`src/rtl/riscv_mc_ctrl.sv`:
```
// riscv_mc_ctrl: multicycle RV32 control FSM. It steps the shared-memory
// datapath one state per clock. A wait-state watchdog and an illegal-instruction
// check both lead to a sticky FAULT state that only rst can leave.
//
// Memory handshake: mem_req (with MemWrite/AdrSrc) stays asserted and stable
// from the first request cycle until the cycle in which mem_ready=1. That cycle
// completes the access and the FSM advances on the following edge. mem_ready is
// ignored in states that do not request.
module riscv_mc_ctrl #(
  parameter int TIMEOUT = 15,
  parameter int CNT_W   = 8
) (
  input  logic             clk,
  input  logic             rst,
  input  logic [6:0]       op,
  input  logic [2:0]       funct3,
  input  logic             funct7b5,
  input  logic             Zero,
  input  logic             Sign,
  input  logic             mem_ready,
  output logic             mem_req,
  output logic             MemWrite,
  output logic             AdrSrc,
  output logic             IRWrite,
  output logic             PCWrite,
  output logic             RegWrite,
  output logic [1:0]       ResultSrc,
  output logic [1:0]       ALUSrcA,
  output logic [1:0]       ALUSrcB,
  output logic [2:0]       ALUControl,
  output logic [1:0]       ImmSrc,
  output logic             fault,
  output logic             bus_err,
  output logic [3:0]       state_dbg,
  output logic [CNT_W-1:0] wait_cnt_dbg
);

  localparam logic [6:0] OP_LOAD   = 7'b0000011;
  localparam logic [6:0] OP_STORE  = 7'b0100011;
  localparam logic [6:0] OP_R      = 7'b0110011;
  localparam logic [6:0] OP_I      = 7'b0010011;
  localparam logic [6:0] OP_BRANCH = 7'b1100011;
  localparam logic [6:0] OP_JAL    = 7'b1101111;
  localparam logic [CNT_W-1:0] TIMEOUT_C = CNT_W'(TIMEOUT);

  typedef enum logic [3:0] {
    S_FETCH    = 4'd0,
    S_DECODE   = 4'd1,
    S_MEMADR   = 4'd2,
    S_MEMREAD  = 4'd3,
    S_MEMWB    = 4'd4,
    S_MEMWRITE = 4'd5,
    S_EXEC_R   = 4'd6,
    S_EXEC_I   = 4'd7,
    S_ALUWB    = 4'd8,
    S_BRANCH   = 4'd9,
    S_JAL      = 4'd10,
    S_FAULT    = 4'd11
  } state_t;

  state_t           state, state_nx;
  logic [CNT_W-1:0] wait_cnt;
  logic             bus_err_q;
  logic             waiting;
  logic             timeout;
  logic             illegal;

  // Watchdog: expiry only counts while a request is still unanswered
  always_comb begin
    waiting = (state == S_FETCH) || (state == S_MEMREAD) || (state == S_MEMWRITE);
    timeout = waiting && !mem_ready && (wait_cnt == TIMEOUT_C);
  end

  // Illegal-instruction detection for the supported RV32 subset
  always_comb begin
    illegal = 1'b0;
    case (op)
      OP_LOAD, OP_STORE: illegal = (funct3 != 3'b010);
      OP_R:      illegal = !(funct3 inside {3'b000, 3'b010, 3'b110, 3'b111}) ||
                           (funct7b5 && (funct3 != 3'b000));
      OP_I:      illegal = !(funct3 inside {3'b000, 3'b010, 3'b110, 3'b111});
      OP_BRANCH: illegal = !(funct3 inside {3'b000, 3'b001, 3'b100});
      OP_JAL:    illegal = 1'b0;
      default:   illegal = 1'b1;
    endcase
  end

  // Next-state logic
  always_comb begin
    state_nx = state;
    case (state)
      S_FETCH: begin
        if (mem_ready)    state_nx = S_DECODE;
        else if (timeout) state_nx = S_FAULT;
      end
      S_DECODE: begin
        if (illegal) state_nx = S_FAULT;
        else begin
          case (op)
            OP_LOAD, OP_STORE: state_nx = S_MEMADR;
            OP_R:              state_nx = S_EXEC_R;
            OP_I:              state_nx = S_EXEC_I;
            OP_BRANCH:         state_nx = S_BRANCH;
            OP_JAL:            state_nx = S_JAL;
            default:           state_nx = S_FAULT;
          endcase
        end
      end
      S_MEMADR:  state_nx = (op == OP_LOAD) ? S_MEMREAD : S_MEMWRITE;
      S_MEMREAD: begin
        if (mem_ready)    state_nx = S_MEMWB;
        else if (timeout) state_nx = S_FAULT;
      end
      S_MEMWB:   state_nx = S_FETCH;
      S_MEMWRITE: begin
        if (mem_ready)    state_nx = S_FETCH;
        else if (timeout) state_nx = S_FAULT;
      end
      S_EXEC_R, S_EXEC_I: state_nx = S_ALUWB;
      S_ALUWB:   state_nx = S_FETCH;
      S_BRANCH:  state_nx = S_FETCH;
      S_JAL:     state_nx = S_ALUWB;
      default:   state_nx = S_FAULT;
    endcase
  end

  // State, wait counter and sticky bus-error flag
  always_ff @(posedge clk or posedge rst) begin
    if (rst) begin
      state     <= S_FETCH;
      wait_cnt  <= '0;
      bus_err_q <= 1'b0;
    end else begin
      state <= state_nx;
      // Outside an unanswered request the counter sits at zero, so every
      // waiting state is entered with a cleared count.
      if (waiting && !mem_ready && !timeout) wait_cnt <= wait_cnt + 1'b1;
      else                                   wait_cnt <= '0;
      if (timeout) bus_err_q <= 1'b1;
    end
  end

  // Datapath controls; rst forces everything quiet so no write can escape
  always_comb begin
    mem_req    = 1'b0;
    MemWrite   = 1'b0;
    AdrSrc     = 1'b0;
    IRWrite    = 1'b0;
    PCWrite    = 1'b0;
    RegWrite   = 1'b0;
    ResultSrc  = 2'b00;
    ALUSrcA    = 2'b00;
    ALUSrcB    = 2'b00;
    ALUControl = 3'b000;
    ImmSrc     = 2'b00;
    if (!rst) begin
      case (op)
        OP_STORE:  ImmSrc = 2'b01;
        OP_BRANCH: ImmSrc = 2'b10;
        OP_JAL:    ImmSrc = 2'b11;
        default:   ImmSrc = 2'b00;
      endcase
      case (state)
        S_FETCH: begin
          mem_req   = 1'b1;
          ALUSrcB   = 2'b10;
          ResultSrc = 2'b10;
          IRWrite   = mem_ready;
          PCWrite   = mem_ready;
        end
        S_DECODE: begin
          ALUSrcA = 2'b01;
          ALUSrcB = 2'b01;
        end
        S_MEMADR: begin
          ALUSrcA = 2'b10;
          ALUSrcB = 2'b01;
        end
        S_MEMREAD: begin
          mem_req = 1'b1;
          AdrSrc  = 1'b1;
        end
        S_MEMWB: begin
          ResultSrc = 2'b01;
          RegWrite  = 1'b1;
        end
        S_MEMWRITE: begin
          mem_req  = 1'b1;
          MemWrite = 1'b1;
          AdrSrc   = 1'b1;
        end
        S_EXEC_R, S_EXEC_I: begin
          ALUSrcA = 2'b10;
          ALUSrcB = (state == S_EXEC_I) ? 2'b01 : 2'b00;
          case (funct3)
            3'b000:  ALUControl = (state == S_EXEC_R && funct7b5) ? 3'b001 : 3'b000;
            3'b010:  ALUControl = 3'b101;
            3'b110:  ALUControl = 3'b011;
            3'b111:  ALUControl = 3'b010;
            default: ALUControl = 3'b000;
          endcase
        end
        S_ALUWB: RegWrite = 1'b1;
        S_BRANCH: begin
          ALUSrcA    = 2'b10;
          ALUControl = 3'b001;
          case (funct3)
            3'b000:  PCWrite = Zero;
            3'b001:  PCWrite = !Zero;
            3'b100:  PCWrite = Sign;
            default: PCWrite = 1'b0;
          endcase
        end
        S_JAL: begin
          ALUSrcA = 2'b01;
          ALUSrcB = 2'b10;
          PCWrite = 1'b1;
        end
        default: ;
      endcase
    end
  end

  assign fault        = (state == S_FAULT);
  assign bus_err      = bus_err_q;
  assign state_dbg    = state;
  assign wait_cnt_dbg = wait_cnt;

endmodule

```
`config.mk`:
```
export PLATFORM = sky130hd
export DESIGN_NAME = riscv_mc_ctrl
export DESIGN_NICKNAME = d
export VERILOG_FILES = /design/src/rtl/riscv_mc_ctrl.sv
export SDC_FILE = /design/constraint.sdc
export NUM_CORES = 1
export LEC_CHECK = 0
export CELL_PAD_IN_SITES_DETAIL_PLACEMENT = 2
export CELL_PAD_IN_SITES_GLOBAL_PLACEMENT = 2
export CORE_MARGIN = 5
export CORE_UTILIZATION = 37
export DETAILED_ROUTE_END_ITERATION = 8
export DONT_BUFFER_PORTS = 1
export HOLD_SLACK_MARGIN = 0.12
export PLACE_DENSITY = 0.95
export SYNTH_ARGS = -nofsm -noshare
export SYNTH_HDL_FRONTEND = slang
export SYNTH_SLANG_ARGS = --single-unit
```
`constraint.sdc`:
```
create_clock -name clk -period 6.75 [get_ports clk]
set_input_delay 2.025 -clock clk [delete_from_list [all_inputs] [get_ports clk]]
set_output_delay 2.025 -clock clk [all_outputs]
set_load 0.02 [all_outputs]
```
# Word-level counts from Yosys, hierarchy flattened
# Cells that the tools add are included.
dict set report totals {
  register_bits 13
  latch_bits 0
  ram_bits 0
  mem_bits_ro 0
  in_bits 16
  output_inout_bits 31
  elab_cells 93
  mem_count 0
}
dict set report op_classes {
  add_sub_neg 1
  multipliers 0
  div 0
  order_cmp 0
  n_eq_ne 24
  n_shift 0
  n_mux 36
  n_bitwise 0
  n_reduce_logical 29
}
# cell count
set ops {}
lappend ops {{4-bit case mux with 7 select lines} 1}
lappend ops {{4-bit two-way mux} 5}
lappend ops {{4-bit case mux with 5 select lines} 1}
lappend ops {{4-bit by 3-bit == test with 1-bit output (second input constant)} 4}
lappend ops {{4-bit == test (second input constant)} 4}
lappend ops {{7-bit by 6-bit == test with 1-bit output (second input constant)} 2}
lappend ops {{7-bit == test (second input constant)} 2}
lappend ops {{2-bit OR reduction} 7}
lappend ops {{1-bit two-way mux} 13}
lappend ops {{2-bit case mux with 3 select lines} 2}
lappend ops {{3-bit case mux with 4 select lines} 1}
lappend ops {{3-bit == test (second input constant)} 3}
lappend ops {{3-bit OR reduction} 3}
lappend ops {{8-bit by 1-bit adder with 8-bit output (second input constant)} 1}
lappend ops {{4-bit by 2-bit == test with 1-bit output (second input constant)} 2}
lappend ops {{8-bit by 4-bit == test with 1-bit output (second input constant)} 1}
lappend ops {{2-bit two-way mux} 4}
lappend ops {{8-bit two-way mux} 1}
lappend ops {{2-bit case mux with 2 select lines} 2}
lappend ops {{7-bit by 2-bit == test with 1-bit output (second input constant)} 1}
lappend ops {{7-bit by 5-bit == test with 1-bit output (second input constant)} 1}
lappend ops {{3-bit two-way mux} 2}
lappend ops {{1-bit case mux with 3 select lines} 2}
lappend ops {{3-bit case mux with 2 select lines} 1}
lappend ops {{13 further kinds} 24}

# Longest topological paths before layout
# Gate-level depths: netlist of run 1.
dict set report logic_depth {
  word_depth 8
  ltp_mapped 6
  depth_no_buf 5
}

# Worst setup path after synthesis of run 1
# No wires, ideal clock.
dict set report synth_timing {
  path_type {input -> output}
  from {input rst}
  to {output mem_req}
  t_arrival_ps 3183
  path_slack_ps 1542
  stages 3
  n_path_buf 0
  cell_sequence {or3_1 nor3_1 or2_1}
}
dict set report synth_via {
  elab_chain_len 1
}
# element line_no
set synth_lines {}
lappend synth_lines {{start: declaration} 14} ;# input logic rst,
lappend synth_lines {{1-bit two-way mux} 156} ;# if (!rst) begin
lappend synth_lines {{end: declaration} 21} ;# output logic mem_req,
# Every way passes these cells.

# Worst setup path in the final report of run 1
# Same ends and word-level chain as after synthesis.

==> results of run 1 <==
## power groups by stage
stage	registers, uW	clock network, uW	logic (uW)
5_1_grt	187	55.7	234
2_1_floorplan	128	0	250
4_1_cts	179	51.4	213
6_report	179	48.9	210
3_5_place_dp	180	0	210
3_3_place_gp	176	0	196
## cell type report
type	count	share of cell area, %
Timing Repair Buffer	1	0.595
Tap cell	46	4.56
Multi-Input combinational cell	128	65.8
Inverter	4	1.19
Sequential cell	13	25.8
Clock buffer	4	2.08
## cells in the final DEF (no fill, tap or decap), drive strengths merged, types with 4 or more instances in the layout
cell	count
o21ai	4
a21oi	10
dfrtp	13
xnor2	5
nor4b	4
or3	5
nor2	23
nor3	5
xor2	5
nor4	5
nand2b	7
inv	4
clkbuf	4
nand2	7
nand3	10
## stage by stage
step	hold WS [ps]	std cells	setup WS (ps)	area (sq um)	util, %
detailed placement	608	192	1470	1230	36.7
CTS	632	196	1460	1260	37.5
global route	643	196	1390	1260	37.5
global placement	605	192	1480	1230	36.7
floorplan	572	159	1540	1290	-
finish	630	196	1480	1260	37.5
## sequential cells by signal (all words and copies together), names as in the netlist
| register | count |
|---|---|
| wait_cnt_dbg | 8 |
| bus_err | 1 |
| state_dbg | 4 |
## final timing paths
kind                            slack (ps)         start              end  cells after the start
worst max-delay path                  1480           rst          mem_req                      3
worst min-delay path                   630       bus_err          bus_err                      1
worst max register to register        4690  state_dbg[2]  wait_cnt_dbg[7]                      4
worst min register to register         630       bus_err          bus_err                      1
max in group asynchronous             4750           rst  wait_cnt_dbg[6]                      1
min in group asynchronous             1650           rst     state_dbg[2]                      1
## worst max-delay path, stage by stage
cell and delay [ps]:
or3_1 360, nor3_1 550, or2_1 310
## cells by family after synthesis
group | after synthesis
and+or+nand+nor | 87
buffers and inverters | 18
AOI/OAI and AO/OA | 30
adders and majority gates | 1
xor gates and xnor gates | 10
DFF | 13
## per-layer routing
layer | track usage, % | up-vias | part of all wire (%)
met5 | 0 | - | 0
met1 | 21.5 | 602 | 43
met4 | 3.89 | 0 | 0.91
met3 | 5.51 | 6 | 8.0
li1 | - | 559 | -
met2 | 28.6 | 42 | 48
==> results.toml, run 1 <==
[outcome]
run_status = "completed"

[floorplan]
fp.dieW_microns = 69.0
io_pins = 47
core.rowCount = 21
die-area_sq_mm = 0.00476
core_area_sq_mm = 0.00336
die-height_microns = 69.0
initial_core_utilization_pct = 38.3

[run]
cap_violations = 0

[placement]
gp_congestion = 0.835
detailed_place_hpwl_microns = 3030
portbufs = 0

[route]
initialDrtViolationCount = 40
route.detailed.vias_per_inst = 6.17
detail_route.wirelength_microns = 3960
final_antenna_net_count = 0
drc_errors = 0
avgRoutedWirePerCell_microns = 20.2
total_vias_in_the_final_route = 1209
drt-pass1-iter-count = 4

[timing]
finalSetupTns_ps = 0
report.final.setup_viol = 0
timing.slew.headroom_pct = 38.1
rsz0062_at_grt = "no"
fin_skew_ps = 12.6
fin_crit_ps = 5270
transition_time_at_the_pin_with_the_least_slew_margin_ps = 920
min_period_over_period_pct = 78.1
fmax_ghz = 0.190
hold_viol_final = 0
slew_violations = 0

[clock_tree]
numClockSinks = 13
tritoncts = "done"
cts_post_setup_buffers_inserted = 0
cts-root-to-sink-buffers = 2
htreeDepth = 1
cts_resized = 0
numCtsBuffers = 3
ctsRootBufferMaster = "clkbuf_4"
clk_pin_slew_ps = 70
insertion_delay_of_the_later_clocked_pin_in_the_worst_skew_pair_ps = 290
cts_hold_repair.buffers = 0

[power_and_ir_drop]
power.static_leakage_uw = 0.000457
clock_power_share_pct = 11.2
share_comb_of_total_power_pct = 47.9
seq_power_share_pct = 40.9
cellPowerDensity_mw_per_mm2 = 347
p_int_uw = 204
power_switching_share_pct = 53.3
worst_ir_drop_vdd_mv = 0.175
design_power_total_uw = 438
total_switching_power_uw = 233

[layout]
seq_area_sq_um = 325
layout.nets = 168
drive_gt1_share_pct = 7.33
layout-area-overhead-vs-synth_pct = -2.04
filler_cells_inserted = 401
antenna_cells = 0
multi_input_comb_area_sq_um = 830

[critical_path]
critPathKind = "in -> out"
timing.critical_path.from_type = "primary input"
timing.critical_path.to_type = "output pin"
arrival_worst_endpoint_ps = 3250
critical_path.max_fanout = 13
critPathRequiredTime_ps = 4720

[synth]
synthArstFlopShare_pct = 100
synth-xor-area-share_pct = 6.80
synth.yosys.warnings = 0
yosys_register_bits = 13
yosys.area.top_type = "dfrtp_1"
syn_area_sq_mm = 0.00129
yosys.area_share.simple_pct = 41.0
share_of_the_yosys_chip_area_belonging_to_registers_pct = 25.3
synth.area.mux_share_pct = 0
synthCells = 159
largest_family_of_logic_cells_by_synthesized_area = "simple AND/OR/NAND/NOR gates"
synth.area.top_cells = "dfrtp_1 (25%), nor2_1 (6.4%), buf_6 (6.1%)"
syn_avg_cell_area_sq_um = 8.10
synthDominantCellAreaShare_pct = 25.3
count_of_flip_flops_with_a_built_in_enable_after_synthesis = 0
ys_top_cells_by_count = "nor2_1 (22), dfrtp_1 (13), a21oi_1 (10), nand3_1 (10)"
post_synth_adder_cell_area_pct = 0.972
ys_dominant_reg_cell = "dfrtp_1"
synthesis.nets = 176
synth_most_common_cell = "nor2_1"
fraction_of_the_mapped_netlist_area_in_compound_gates_pct = 15.6
synth_cell_type_count = 50

[global_route]
global_route.overflow_total = 0
number_of_antenna_violations_at_the_first_check_in_global_routing = 0
vias_in_the_first_global_route = 1204
grt_max_degree = 26
globalRouteTotalUtil_pct = 17.2
first_pass_grt_wire_length_microns = 6040

[worst_hold_path]
timing.hold.worst.class = "reg -> reg"
No activity file was read; power rests on OpenSTA's default activity.
==> inputs of run 2 (changes only) <==
CORE_UTILIZATION = 31   (was 37)
PLACE_DENSITY = 0.86   (was 0.95)
clock period = 4.4 ns   (was 6.75 ns; I/O delays follow)
==> run 2 against run 1 <==
  * Wire length is 2.5% higher
  * Register-to-register slack worse by 2300 ps
  * Clock power rose by 120%
  * Setup slack got worse by 780 ps
  * Clock skew down 4.6 ps
  * Flip-flop and latch count unchanged
  * Via count up 1.5%
  * Power increased by 65%
  * Critical path depth is 1 higher
  * Critical path type unchanged
==> results.toml, run 2 (same netlist as run 1, synthesis figures left out) <==
[outcome]
run_status = "completed"

[critical_path]
critical_path.max_fanout = 9
timing.critical_path.to_type = "output pin"
worst-r2r-setup-slack_ps = 2360
critPathKind = "in -> out"
arrival_worst_endpoint_ps = 2380
timing.critical_path.from_type = "primary input"
critical_path.slowest_cell = "or4b_1"
critPathRequiredTime_ps = 3080
critical_path.cell_chain = "nor2_1 > a21oi_1 > or4b_1 > a21oi_1"
cpMostUsedCell = "a21oi_1"
timing.critical_path.slowest_cell_delay_ps = 470

[placement]
portbufs = 0
detailed_place_hpwl_microns = 3130
placed_cell_area_sq_mm = 0.00129
dpl_worst_slack_ps = 697
gp_congestion = 0.742

[power_and_ir_drop]
power.static_leakage_uw = 0.000502
worst_ir_drop_vdd_mv = 0.227
design_power_total_uw = 721
cellPowerDensity_mw_per_mm2 = 539

[global_route]
number_of_antenna_violations_at_the_first_check_in_global_routing = 0
vias_in_the_first_global_route = 1318
globalRouteTotalUtil_pct = 15.1
grt_max_degree = 26
first_pass_grt_wire_length_microns = 6490
global_route.overflow_total = 0

[route]
detail_route.wirelength_microns = 4060
route.layer.met1.wl_microns = 1630
drc_errors = 0
met3RoutedLength_microns = 272
route.detailed.vias_per_inst = 5.93
total_vias_in_the_final_route = 1227
avgRoutedWirePerCell_microns = 19.6
initialDrtViolationCount = 60
drt-pass1-iter-count = 4
dr.max_layer_used = "met4"
detailroute.wirelength.met2_microns = 2110
final_antenna_net_count = 0

[layout]
largest_register_ff_count = 8
layout-area-overhead-vs-synth_pct = 3.89
layout.nets = 175
antenna_cells = 0
most-common-layout-cells = "nor2_1 (22), dfrtp_1 (13), nand3_1 (10), a21oi_1 (10), buf_4 (8)"
fin_util_pct = 33.4
mostFrequentLayoutCell = "nor2_1"
drive_gt1_share_pct = 11.5
layout.cell_area.non_filler_sq_mm = 0.00134
filler_cells_inserted = 465

[floorplan]
initial_core_utilization_pct = 32.2
io_pins = 47
die-area_sq_mm = 0.00554
die-height_microns = 74.4
core.rowCount = 23
core_area_sq_mm = 0.00400
fp.dieW_microns = 74.4

[clock_tree]
ctsRootBufferMaster = "clkbuf_8"
cts-root-to-sink-buffers = 2
tritoncts = "done"
cts_resized = 0
clk_pin_slew_ps = 50
numClockSinks = 13
htreeDepth = 1
numCtsBuffers = 3
insertion_delay_of_the_later_clocked_pin_in_the_worst_skew_pair_ps = 250
cts_hold_repair.buffers = 0
cts_post_setup_buffers_inserted = 0

[timing]
hold_viol_final = 0
fin_crit_ps = 3700
transition_time_at_the_pin_with_the_least_slew_margin_ps = 918
timing.slew.headroom_pct = 38.8
fmax_ghz = 0.270
report.final.setup_viol = 0
fin_skew_ps = 7.99
slew_violations = 0
finalSetupTns_ps = 0
rsz0062_at_grt = "no"
post-route-worst-setup-slack_ps = 700
min_period_over_period_pct = 84.1

[worst_hold_path]
timing.hold.worst.class = "reg -> reg"

[run]
cap_violations = 0
[run 2: cell count changes in the layout (fill, tap and decap cells not counted)]
cell,delta
buf_4,+7
clkbuf_4,-3
clkbuf_8,+3
[run 2: through the flow]
| stage | hold slack, ps | instances |
|---|---|---|
| after floorplan | 572 | 159 |
| after global placement | 604 | 203 |
| after detailed placement | 612 | 203 |
| after CTS | 625 | 207 |
| after global routing | 658 | 207 |
| final | 617 | 207 |
[run 2: cell type report]
cell class / instances / area (sq um) / area share [%]
repair buffers: 8 / 60.1 / 4.49
clock buffers: 4 / 45.0 / 3.37
inverters: 4 / 15.0 / 1.12
well taps: 50 / 62.6 / 4.68
multi-input cells: 128 / 830 / 62.0
flip-flops and latches: 13 / 325 / 24.3
[run 2: where the power goes]
part           switching (uW)  internal (uW)
clock                    42.7           63.9
sequential               82.9            141
combinational             235            155
total                     361            360
[run 2: path summary, 6_finish.rpt]
kind / endpoint / startpoint / cells after the start
setup / recovery: ALUControl[0] / funct3[2] / 4
max in group asynchronous: state_dbg[0] / rst / 1
hold / removal: bus_err / bus_err / 1
hold reg to reg: bus_err / bus_err / 1
min in group asynchronous: state_dbg[1] / rst / 1
setup reg to reg: wait_cnt_dbg[7] / state_dbg[1] / 4
[run 2: worst max-delay path, delay by kind of cell]
kind               cells  cell delay [ps]
AOI/OAI and AO/OA      2              500
and+or+nand+nor        2              550
[run 2: layer usage]
metal  track usage (%)  up-vias
met5                 0        -
met4              4.15        0
li1                  -      575
met1              17.3      620
met2              27.5       27
met3              3.92        5
